$ cat src/rtl/alu_pkg.sv
// Shared types for the ALU command master: op encodings, command/result payloads, issue FSM states.
package alu_pkg;

    localparam int unsigned DATA_W = 8;

    localparam logic [1:0] CTL_ADD = 2'b00;
    localparam logic [1:0] CTL_SUB = 2'b01;
    localparam logic [1:0] CTL_AND = 2'b10;
    localparam logic [1:0] CTL_OR  = 2'b11;

    typedef struct packed {
        logic [1:0]        ctl;
        logic [DATA_W-1:0] a;
        logic [DATA_W-1:0] b;
        logic              ci;
        logic              chain;
    } cmd_t;

    typedef struct packed {
        logic [DATA_W-1:0] z;
        logic              cout;
    } res_t;

    typedef enum logic {
        ISSUE      = 1'b0,
        WAIT_CHAIN = 1'b1
    } state_t;

endpackage

$ cat src/rtl/alu_sync_fifo.sv
// Synchronous FIFO with extra-bit pointers; head data reads as zero when empty.
module alu_sync_fifo #(
    parameter int unsigned WIDTH = 8,
    parameter int unsigned DEPTH = 4
) (
    input  logic                     clk,
    input  logic                     rst,
    input  logic                     wr_en,
    input  logic [WIDTH-1:0]         wr_data,
    input  logic                     rd_en,
    output logic [WIDTH-1:0]         rd_data,
    output logic [$clog2(DEPTH):0]   count
);

    localparam int unsigned AW = $clog2(DEPTH);

    logic [AW:0]      wr_ptr;
    logic [AW:0]      rd_ptr;
    logic [WIDTH-1:0] mem [DEPTH];
    logic             full;
    logic             empty;
    logic             do_wr;
    logic             do_rd;

    assign empty = (wr_ptr == rd_ptr);
    assign full  = (wr_ptr[AW] != rd_ptr[AW]) && (wr_ptr[AW-1:0] == rd_ptr[AW-1:0]);
    assign do_wr = wr_en && !full;
    assign do_rd = rd_en && !empty;
    assign count = wr_ptr - rd_ptr;
    assign rd_data = empty ? '0 : mem[rd_ptr[AW-1:0]];

    always_ff @(posedge clk or negedge rst) begin
        if (!rst) begin
            wr_ptr <= '0;
            rd_ptr <= '0;
        end else begin
            if (do_wr) wr_ptr <= wr_ptr + (AW+1)'(1);
            if (do_rd) rd_ptr <= rd_ptr + (AW+1)'(1);
        end
    end

    // Storage needs no reset: pointers define validity.
    always_ff @(posedge clk) begin
        if (do_wr) mem[wr_ptr[AW-1:0]] <= wr_data;
    end

endmodule

$ cat src/rtl/alu_cmd_master.sv
// ALU initiator: buffers host commands, issues them under result-buffer credits, chains carry, returns results.
module alu_cmd_master
    import alu_pkg::*;
#(
    parameter int unsigned CMD_DEPTH = 4,
    parameter int unsigned RES_DEPTH = 4
) (
    input  logic                          clk,
    input  logic                          rst,
    input  logic                          cmd_push,
    output logic                          cmd_stop,
    input  logic [1:0]                    cmd_ctl,
    input  logic [DATA_W-1:0]             cmd_a,
    input  logic [DATA_W-1:0]             cmd_b,
    input  logic                          cmd_ci,
    input  logic                          cmd_chain,
    output logic                          pushin,
    input  logic                          stopout,
    output logic [1:0]                    ctl,
    output logic [DATA_W-1:0]             a,
    output logic [DATA_W-1:0]             b,
    output logic                          ci,
    input  logic                          pushout,
    input  logic [DATA_W-1:0]             z,
    input  logic                          cout,
    output logic                          stopin,
    output logic                          res_push,
    input  logic                          res_stop,
    output logic [DATA_W-1:0]             res_z,
    output logic                          res_cout,
    output logic [$clog2(RES_DEPTH):0]    outstanding,
    output logic                          err
);

    localparam int unsigned CW = $clog2(CMD_DEPTH) + 1;
    localparam int unsigned OW = $clog2(RES_DEPTH) + 1;
    localparam int unsigned SW = OW + 1;

    cmd_t          cmd_in;
    cmd_t          head;
    res_t          res_in;
    res_t          res_head;
    logic [CW-1:0] cmd_count;
    logic [OW-1:0] res_count;
    logic          cmd_empty;
    logic          res_empty;
    logic          credit_ok;
    logic          chain_block;
    logic          issue;
    logic          res_xfer;
    logic          last_cout;
    state_t        state;
    state_t        state_next;

    assign cmd_in = '{ctl: cmd_ctl, a: cmd_a, b: cmd_b, ci: cmd_ci, chain: cmd_chain};
    assign res_in = '{z: z, cout: cout};

    alu_sync_fifo #(.WIDTH($bits(cmd_t)), .DEPTH(CMD_DEPTH)) u_cmd_fifo (
        .clk     (clk),
        .rst     (rst),
        .wr_en   (cmd_push),
        .wr_data (cmd_in),
        .rd_en   (issue),
        .rd_data (head),
        .count   (cmd_count)
    );

    alu_sync_fifo #(.WIDTH($bits(res_t)), .DEPTH(RES_DEPTH)) u_res_fifo (
        .clk     (clk),
        .rst     (rst),
        .wr_en   (res_xfer),
        .wr_data (res_in),
        .rd_en   (!res_stop),
        .rd_data (res_head),
        .count   (res_count)
    );

    assign cmd_empty   = (cmd_count == '0);
    assign cmd_stop    = (cmd_count == CW'(CMD_DEPTH));
    assign res_empty   = (res_count == '0);
    assign stopin      = (res_count == OW'(RES_DEPTH));
    assign res_push    = !res_empty;
    assign res_z       = res_head.z;
    assign res_cout    = res_head.cout;

    assign credit_ok   = (SW'(outstanding) + SW'(res_count)) < SW'(RES_DEPTH);
    assign chain_block = head.chain && (outstanding != '0);
    assign issue       = pushin && !stopout;
    assign res_xfer    = pushout && !stopin;

    // Head fields drive the ALU directly; chained carry bypasses a same-cycle return.
    assign ctl = head.ctl;
    assign a   = head.a;
    assign b   = head.b;
    assign ci  = head.chain ? (res_xfer ? cout : last_cout) : head.ci;

    always_ff @(posedge clk or negedge rst) begin
        if (!rst) state <= ISSUE;
        else      state <= state_next;
    end

    always_comb begin
        state_next = state;
        pushin     = 1'b0;
        case (state)
            ISSUE: begin
                if (!cmd_empty && chain_block) state_next = WAIT_CHAIN;
                pushin = !cmd_empty && credit_ok && !chain_block;
            end
            WAIT_CHAIN: begin
                if ((outstanding == '0) || ((outstanding == OW'(1)) && res_xfer))
                    state_next = ISSUE;
            end
        endcase
    end

    // Outstanding count, carry history and sticky protocol error.
    always_ff @(posedge clk or negedge rst) begin
        if (!rst) begin
            outstanding <= '0;
            last_cout   <= 1'b0;
            err         <= 1'b0;
        end else begin
            case ({issue, res_xfer})
                2'b10:   outstanding <= outstanding + OW'(1);
                2'b01:   if (outstanding != '0) outstanding <= outstanding - OW'(1);
                default: outstanding <= outstanding;
            endcase
            if (res_xfer) last_cout <= cout;
            if (pushout && (outstanding == '0)) err <= 1'b1;
        end
    end

endmodule
$ cat config.mk
export PLATFORM = sky130hd
export DESIGN_NAME = alu_cmd_master
export DESIGN_NICKNAME = d
export VERILOG_FILES = /design/src/rtl/alu_pkg.sv /design/src/rtl/alu_sync_fifo.sv /design/src/rtl/alu_cmd_master.sv
export SDC_FILE = /design/constraint.sdc
export NUM_CORES = 1
export LEC_CHECK = 0
export ABC_AREA = 1
export BUFFER_PORTS_ARGS = -buffer_cell sky130_fd_sc_hd__buf_2
export CAP_MARGIN = 0
export CORE_UTILIZATION = 60
export DETAILED_ROUTE_END_ITERATION = 16
export PLACE_DENSITY = 0.89
export SYNTH_ARGS = -nofsm -noshare
export SYNTH_HDL_FRONTEND = slang
export SYNTH_SLANG_ARGS = --single-unit
export TNS_END_PERCENT = 100
$ cat constraint.sdc
create_clock -name clk -period 7 [get_ports clk]
set_input_delay 0 -clock clk [delete_from_list [all_inputs] [get_ports clk]]
set_output_delay 0 -clock clk [all_outputs]
set_load 0.005 [all_outputs]
==> Word-level counts from Yosys, hierarchy flattened <==
Memory sizes are Yosys's and may differ from the RTL's.
Cells that the tools add are included.
{ "totals": {"register_bits": 18, "ram_bits": 116, "out_inout_bits": 36, "n_memories": 2} }
{ "classes": {"add_sub_neg": 9, "magnitude_cmp": 1, "n_eq_ne": 12, "mux": 14, "bitwise": 1, "reduce_logical": 31} }
{ "mem_list": {"columns": ["name", "words", "word_bits", "rd", "rd_ports_with_merged_regs", "wr", "line_no", "source"], "rows": [
  ["u_cmd_fifo.mem", 4, 20, 1, 0, 1, "alu_sync_fifo.sv:19", "logic [WIDTH-1:0] mem [DEPTH];"],
  ["u_res_fifo.mem", 4, 9, 1, 0, 1, "alu_sync_fifo.sv:19", null]
]} }
{ "op_table": {"columns": ["operator", "count"], "rows": [
  ["20-bit 2-to-1 mux", 1],
  ["3-bit by 1-bit adder with 3-bit output (second input constant)", 5],
  ["1-bit logical AND", 14],
  ["1-bit logical NOT", 10],
  ["3-bit logical NOT", 3],
  ["1-bit 2-to-1 mux", 9],
  ["9-bit 2-to-1 mux", 1],
  ["3-bit == test", 2],
  ["3-bit == test (second input constant)", 2],
  ["3-bit one-hot mux with 2 select lines", 1],
  ["3-bit subtractor", 2],
  ["3-bit by 3-bit adder with 4-bit output", 1],
  ["2-bit == test", 2],
  ["4-bit by 3-bit less-than comparator with 1-bit output (second input constant)", 1],
  ["3-bit by 1-bit == test with 1-bit output (second input constant)", 1],
  ["3-bit 2-to-1 mux", 1],
  ["3-bit nonzero test", 1],
  ["3-bit by 1-bit subtractor with 3-bit output (second input constant)", 1],
  ["2-bit by 1-bit == test with 1-bit output (second input constant)", 1],
  ["2-bit == test (second input constant)", 1],
  ["1-bit != test", 2],
  ["2-bit != test (second input constant)", 1],
  ["1-bit one-hot mux with 2 select lines", 1],
  ["2-bit AND reduction", 1],
  ["other kinds (3)", 3]
]} }

==> Depth between registers and ports, before layout <==
{ "logic_depth": {"word_depth": 10, "depth_mapped": 17} }

==> Hierarchy <==
From an unflattened synthesis, not the netlist that was laid out.
{ "unflattened": {"cells_unflattened": 628, "hier_area_um2": 6391.1} }
{ "modules_own_cells": {"columns": ["module", "instances", "cells_each", "area_each_um2", "seq_area_each_um2"], "rows": [
  ["alu_sync_fifo at u_cmd_fifo", 1, 359, 3868.7, 2552.4],
  ["alu_sync_fifo at u_res_fifo", 1, 194, 1965.6, 1231.2],
  ["alu_cmd_master", 1, 75, 556.8, 150.1]
]} }

==> Worst setup path before layout <==
No wires, ideal clock.
{ "synth_path": {"path_kind": "register to register", "from": "reg u_res_fifo.rd_ptr[1]", "to": "reg outstanding[2]", "setup_time_ns": 0.117, "t_arrival_ns": 2.846, "slack_ns": 4.038, "path_stages_with_launch": 17, "n_path_buf": 2, "path_cell_list": "dfrtp_1 -> clkbuf_1 -> inv_1 -> clkbuf_1 -> fa_1 -> or2_4 -> nand2_1 -> inv_1 -> ha_1 -> nor2_1 -> nand2_1 -> a21oi_1 -> nand2_1 -> nor2_4 -> nand3_2 -> nand3_1 -> nand2_1"} }
{ "synth_between": {"elab_chain_cells": 10, "elab_cells_between_ends": 16, "cone_classes": "2 x add/sub; 1 x order compare; 4 x eq/ne; 2 x mux; 7 x reduce/logical"} }
{ "synth_lines": {"columns": ["item", "line_no", "source"], "rows": [
  ["from (decl)", "alu_sync_fifo.sv:18", "logic [AW:0] rd_ptr;"],
  ["from (signal assigned)", "alu_sync_fifo.sv:38", "if (do_rd) rd_ptr <= rd_ptr + (AW+1)'(1);"],
  ["3-bit subtractor *", "alu_sync_fifo.sv:29", "assign count = wr_ptr - rd_ptr;"],
  ["3-bit by 3-bit adder with 4-bit output *", "alu_cmd_master.sv:86", "assign credit_ok = (SW'(outstanding) + SW'(res_count)) < SW'(RES_DEPTH);"],
  ["4-bit by 3-bit less-than comparator with 1-bit output *", "alu_cmd_master.sv:86", null],
  ["1-bit logical AND * (2 in series)", "alu_cmd_master.sv:108", "pushin = !cmd_empty && credit_ok && !chain_block;"],
  ["1-bit 2-to-1 mux *", "alu_cmd_master.sv:105", "case (state)"],
  ["net pushin", "alu_cmd_master.sv:17", "output logic pushin,"],
  ["1-bit logical AND *", "alu_cmd_master.sv:88", "assign issue = pushin && !stopout;"],
  ["2-bit by 1-bit == test with 1-bit output or 2-bit == test (tied branches)", "alu_cmd_master.sv:124", "case ({issue, res_xfer})"],
  ["2-bit != test (no line) or 2-bit nonzero test (tied branches)", null, null],
  ["2-bit AND reduction (no line)", null, null],
  ["to (signal assigned)", "alu_cmd_master.sv:125", "2'b10: outstanding <= outstanding + OW'(1);"],
  ["to (signal assigned)", "alu_cmd_master.sv:126", "2'b01: if (outstanding != '0) outstanding <= outstanding - OW'(1);"],
  ["to (signal assigned)", "alu_cmd_master.sv:127", "default: outstanding <= outstanding;"],
  ["to (decl)", "alu_cmd_master.sv:31", "output logic [$clog2(RES_DEPTH):0] outstanding,"]
]} }
The timed path passes the listed nets; every way through them passes the cells marked *.
A chain may end at the register's enable or synchronous reset.

==> Worst setup path in the final report <==
{ "layout_path": {"from": "reg u_cmd_fifo.rd_ptr[1]", "to": "out b[6]"} }
{ "layout_between": {"elab_chain_cells": 2, "elab_cells_between_ends": 3, "cone_classes": "1 x eq/ne; 1 x mux; 1 x memory"} }
{ "layout_lines": {"columns": ["item", "line_no", "source"], "rows": [
  ["from (decl)", "alu_sync_fifo.sv:18", null],
  ["from (signal assigned)", "alu_sync_fifo.sv:38", null],
  ["memory 4 x 20 bit or 3-bit == test (tied branches)", null, null],
  ["20-bit 2-to-1 mux *", "alu_sync_fifo.sv:30", "assign rd_data = empty ? '0 : mem[rd_ptr[AW-1:0]];"],
  ["to (decl)", "alu_cmd_master.sv:21", "output logic [DATA_W-1:0] b,"]
]} }
Mark *: on every way between the ends. The rest lies on a longest branch, timed or not.

==> metrics.cfg <==
[floorplanning]
start_util_pct = 62.63
dieArea_sq_um = 10180
row_count = 35
io_pins = 71
core_sq_um = 9371
die_x_um = 100.9
die_h_um = 100.9

[power]
cellLeakagePower_nw = 2.897
switching_share_pct = 40.07
cellPowerDensity_nw_per_um2 = 483.6
internal_power_mw = 2.092
p_seq_share_pct = 35.2
ir_drop_mv = 0.2645
p_switching_mw = 1.399
combPwrFrac_pct = 40.8
clkPwrFrac_pct = 24.0

[yosys]
syn_area_sq_um = 5869
seq_area_frac_synth_pct = 67.02
synth_edf_count = 116
synth.avg_cell_area_sq_um = 11.37
ys_warn_count = 0
ys.flop_type = edfxtp_1
ys_async_sr_fraction_pct = 13.43
yosysUniqueCellTypes = 33
synth.top_cell.area_share_pct = 59.35
synthAdderAreaFrac_pct = 4.605
yosysMostFrequentCell = nor2_1
ys_seq_elements = 134
syn_nets = 572
synth.area.top_cells = edfxtp_1 59%, nor2_1 8.1%, dfrtp_1 7.7%
synth-xor-area-share_pct = 1.343
synth_top_family_by_area = simple AND/OR/NAND/NOR gates
synth-simple-area-share_pct = 14.67
synth_top_area_cell = edfxtp_1
synth.area.mux_share_pct = 0
synth_compound_area_share_pct = 8.378
syn_inst = 516
synth_top_cells_by_count = 126 x nor2_1, 116 x edfxtp_1, 58 x o21ai_0, 46 x nand2_1, 34 x a21oi_1

[layout]
area_growth_pct = 23.00
n_antenna_cell = 0
final_nets = 678
drive_gt1_share_pct = 19.84

[route]
drt-initial-drc-count = 226
via_per_inst = 5.424
first_pass_iters = 5
vias = 4144
avgRoutedWirePerCell_um = 16.70
postRouteAntennaNets = 0
drc = 0
routed_wl_mm = 12.76

[sta]
fmax_mhz = 256.7
setup_violations = 0
drv_slew = 0
clock-skew-final_ns = 0.008527
hold_violations = 0
maxSlewHeadroom_pct = 21.61
grt_setup_unrepaired = false
hold_slack_ns = 0.2241
tns_ns = 0
finalCriticalPeriod_ns = 3.895
fin_crit_sh_pct = 55.64
worstMarginPinSlew_ns = 1.175

[setup_path]
slowest_stage = dfrtp_1
critical_path_required_ns = 7.00
cp_cell_sequence = inv_1 > ha_1 > nand2_1 > inv_1 > nand2_1 > clkinv_1 > a21oi_1 > buf_2
cp-start-kind = flip-flop
crit_buf_inv = 4
end_kind = output port
cp_top_family = buffers and inverters
cp_max_fo = 22
arrival_ns = 3.89
max_stage_delay_ns = 0.82
worstSetupPathType = flip-flop to output port

[clock_network]
insertion_delay_ns = 0.53
numClockSinks = 134
cts_setup_buffers = 0
root_buffer = clkbuf_8
h-tree-depth = 4
cts_tree = yes
numCtsBuffers = 17
clkTransAtPathRegs_ns = 0.06
cts_buffer_depth = 2

[global_routing]
grt-ovfl-total = 0
grt_pass1_vias = 4207
grt_max_degree = 45
antenna_found_initial = 0
track_usage_pct = 26.74
grt_pass1_wl_mm = 19.95

[worst_hold_path]
min_path_type = primary input to flip-flop

[placement]
hpwl_mm = 7.437
gp_congestion = 0.8303
numPortBuffers = 70

[run]
maxCapViolCount = 0

[run_status]
status = finished, final reports clean

registers in the layout (all words and copies together) (netlist names):
| signal | cells |
|---|---|
| last_cout | 1 |
| u_res_fifo.mem | 36 |
| outstanding | 3 |
| u_res_fifo.wr_ptr | 3 |
| err | 1 |
| u_cmd_fifo.wr_ptr | 3 |
| u_res_fifo.rd_ptr | 3 |
| state | 1 |
| u_cmd_fifo.rd_ptr | 3 |
| u_cmd_fifo.mem | 80 |
what timing repair did:
action,4_1_cts,5_1_grt
gates resized for setup,0,0
hold endpoints to repair,148,0
hold buffers,35,0
worst paths after layout:
kind                                            from                    end  slack [ns]  cells past startpoint
worst max register to register  u_cmd_fifo.rd_ptr[1]   u_cmd_fifo.mem[3][4]        3.40                      5
worst min-delay path                        cmd_a[1]  u_cmd_fifo.mem[3][11]        0.22                      2
max in group asynchronous                        rst   u_res_fifo.wr_ptr[1]        5.77                      3
worst min register to register                   err                    err        0.45                      1
min in group asynchronous                        rst   u_cmd_fifo.wr_ptr[1]        0.67                      3
worst max-delay path            u_cmd_fifo.rd_ptr[1]                   b[6]        3.11                      8
area by class of cell:
type,instances,area (sq um)
Tap cell,129,161.4
Inverter,38,147.6
Multi-Input combinational cell,325,1712
Clock buffer,18,417.9
Fill cell,603,2152
Clock inverter,14,138.9
Sequential cell,134,3934
Timing Repair Buffer,106,708.2
layer usage:
metal  GRT usage [%]  wire [um]  up-vias
met5               0          0        -
met4           10.93        223        0
met3           5.479        754       23
met2           50.42       6911      157
met1           29.18       4866     1990
li1                -          -     1974
power by group through the flow:
stage	registers [mW]	clock network [mW]	logic [mW]
after global placement	1.23	0	1.30
after global routing	1.25	0.872	1.59
after floorplan	1.18	0	0.978
after detailed placement	1.24	0	1.38
after CTS	1.23	0.843	1.42
final	1.23	0.838	1.42
cells in the final DEF (no fill, tap or decap), drive strengths merged:
cell | netlist | final
inv | 36 | 44
a21oi | 34 | 34
nand3 | 11 | 11
o21ai | 59 | 59
nand4 | 2 | 2
xor2 | 9 | 9
a31oi | 1 | 1
nand2 | 53 | 53
nor2 | 129 | 129
clkinvlp | 0 | 2
a21o | 1 | 1
dlygate4sd3 | 0 | 35
edfxtp | 116 | 116
fa | 1 | 1
bufinv | 0 | 1
nor3b | 1 | 1
ha | 20 | 20
clkbuf | 12 | 18
or2 | 2 | 2
clkinv | 2 | 5
o22ai | 2 | 2
dfrtp | 18 | 18
buf | 7 | 71
kinds of logic (layout without fill, tap and decap cells):
kind of cell | count (synthesis) | count (layout)
buffers and inverters | 57 | 176
and+or+nand+nor | 198 | 198
xor gates and xnor gates | 9 | 9
DFF | 134 | 134
adders and majority gates | 21 | 21
AOI/OAI and AO/OA | 97 | 97
metrics by stage:
stage	total power [mW]	cells	util (%)	setup slack (ns)	cell area, sq um
global route	3.714	764	77.04	2.908	7219
CTS	3.491	764	77.04	3.127	7219
detailed placement	2.617	697	67.36	3.331	6312
global placement	2.524	697	67.36	3.512	6312
floorplan	2.156	516	-	4.038	5869
finish	3.491	764	77.04	3.105	7219
Note: power is estimated with default switching activity, not from simulation.
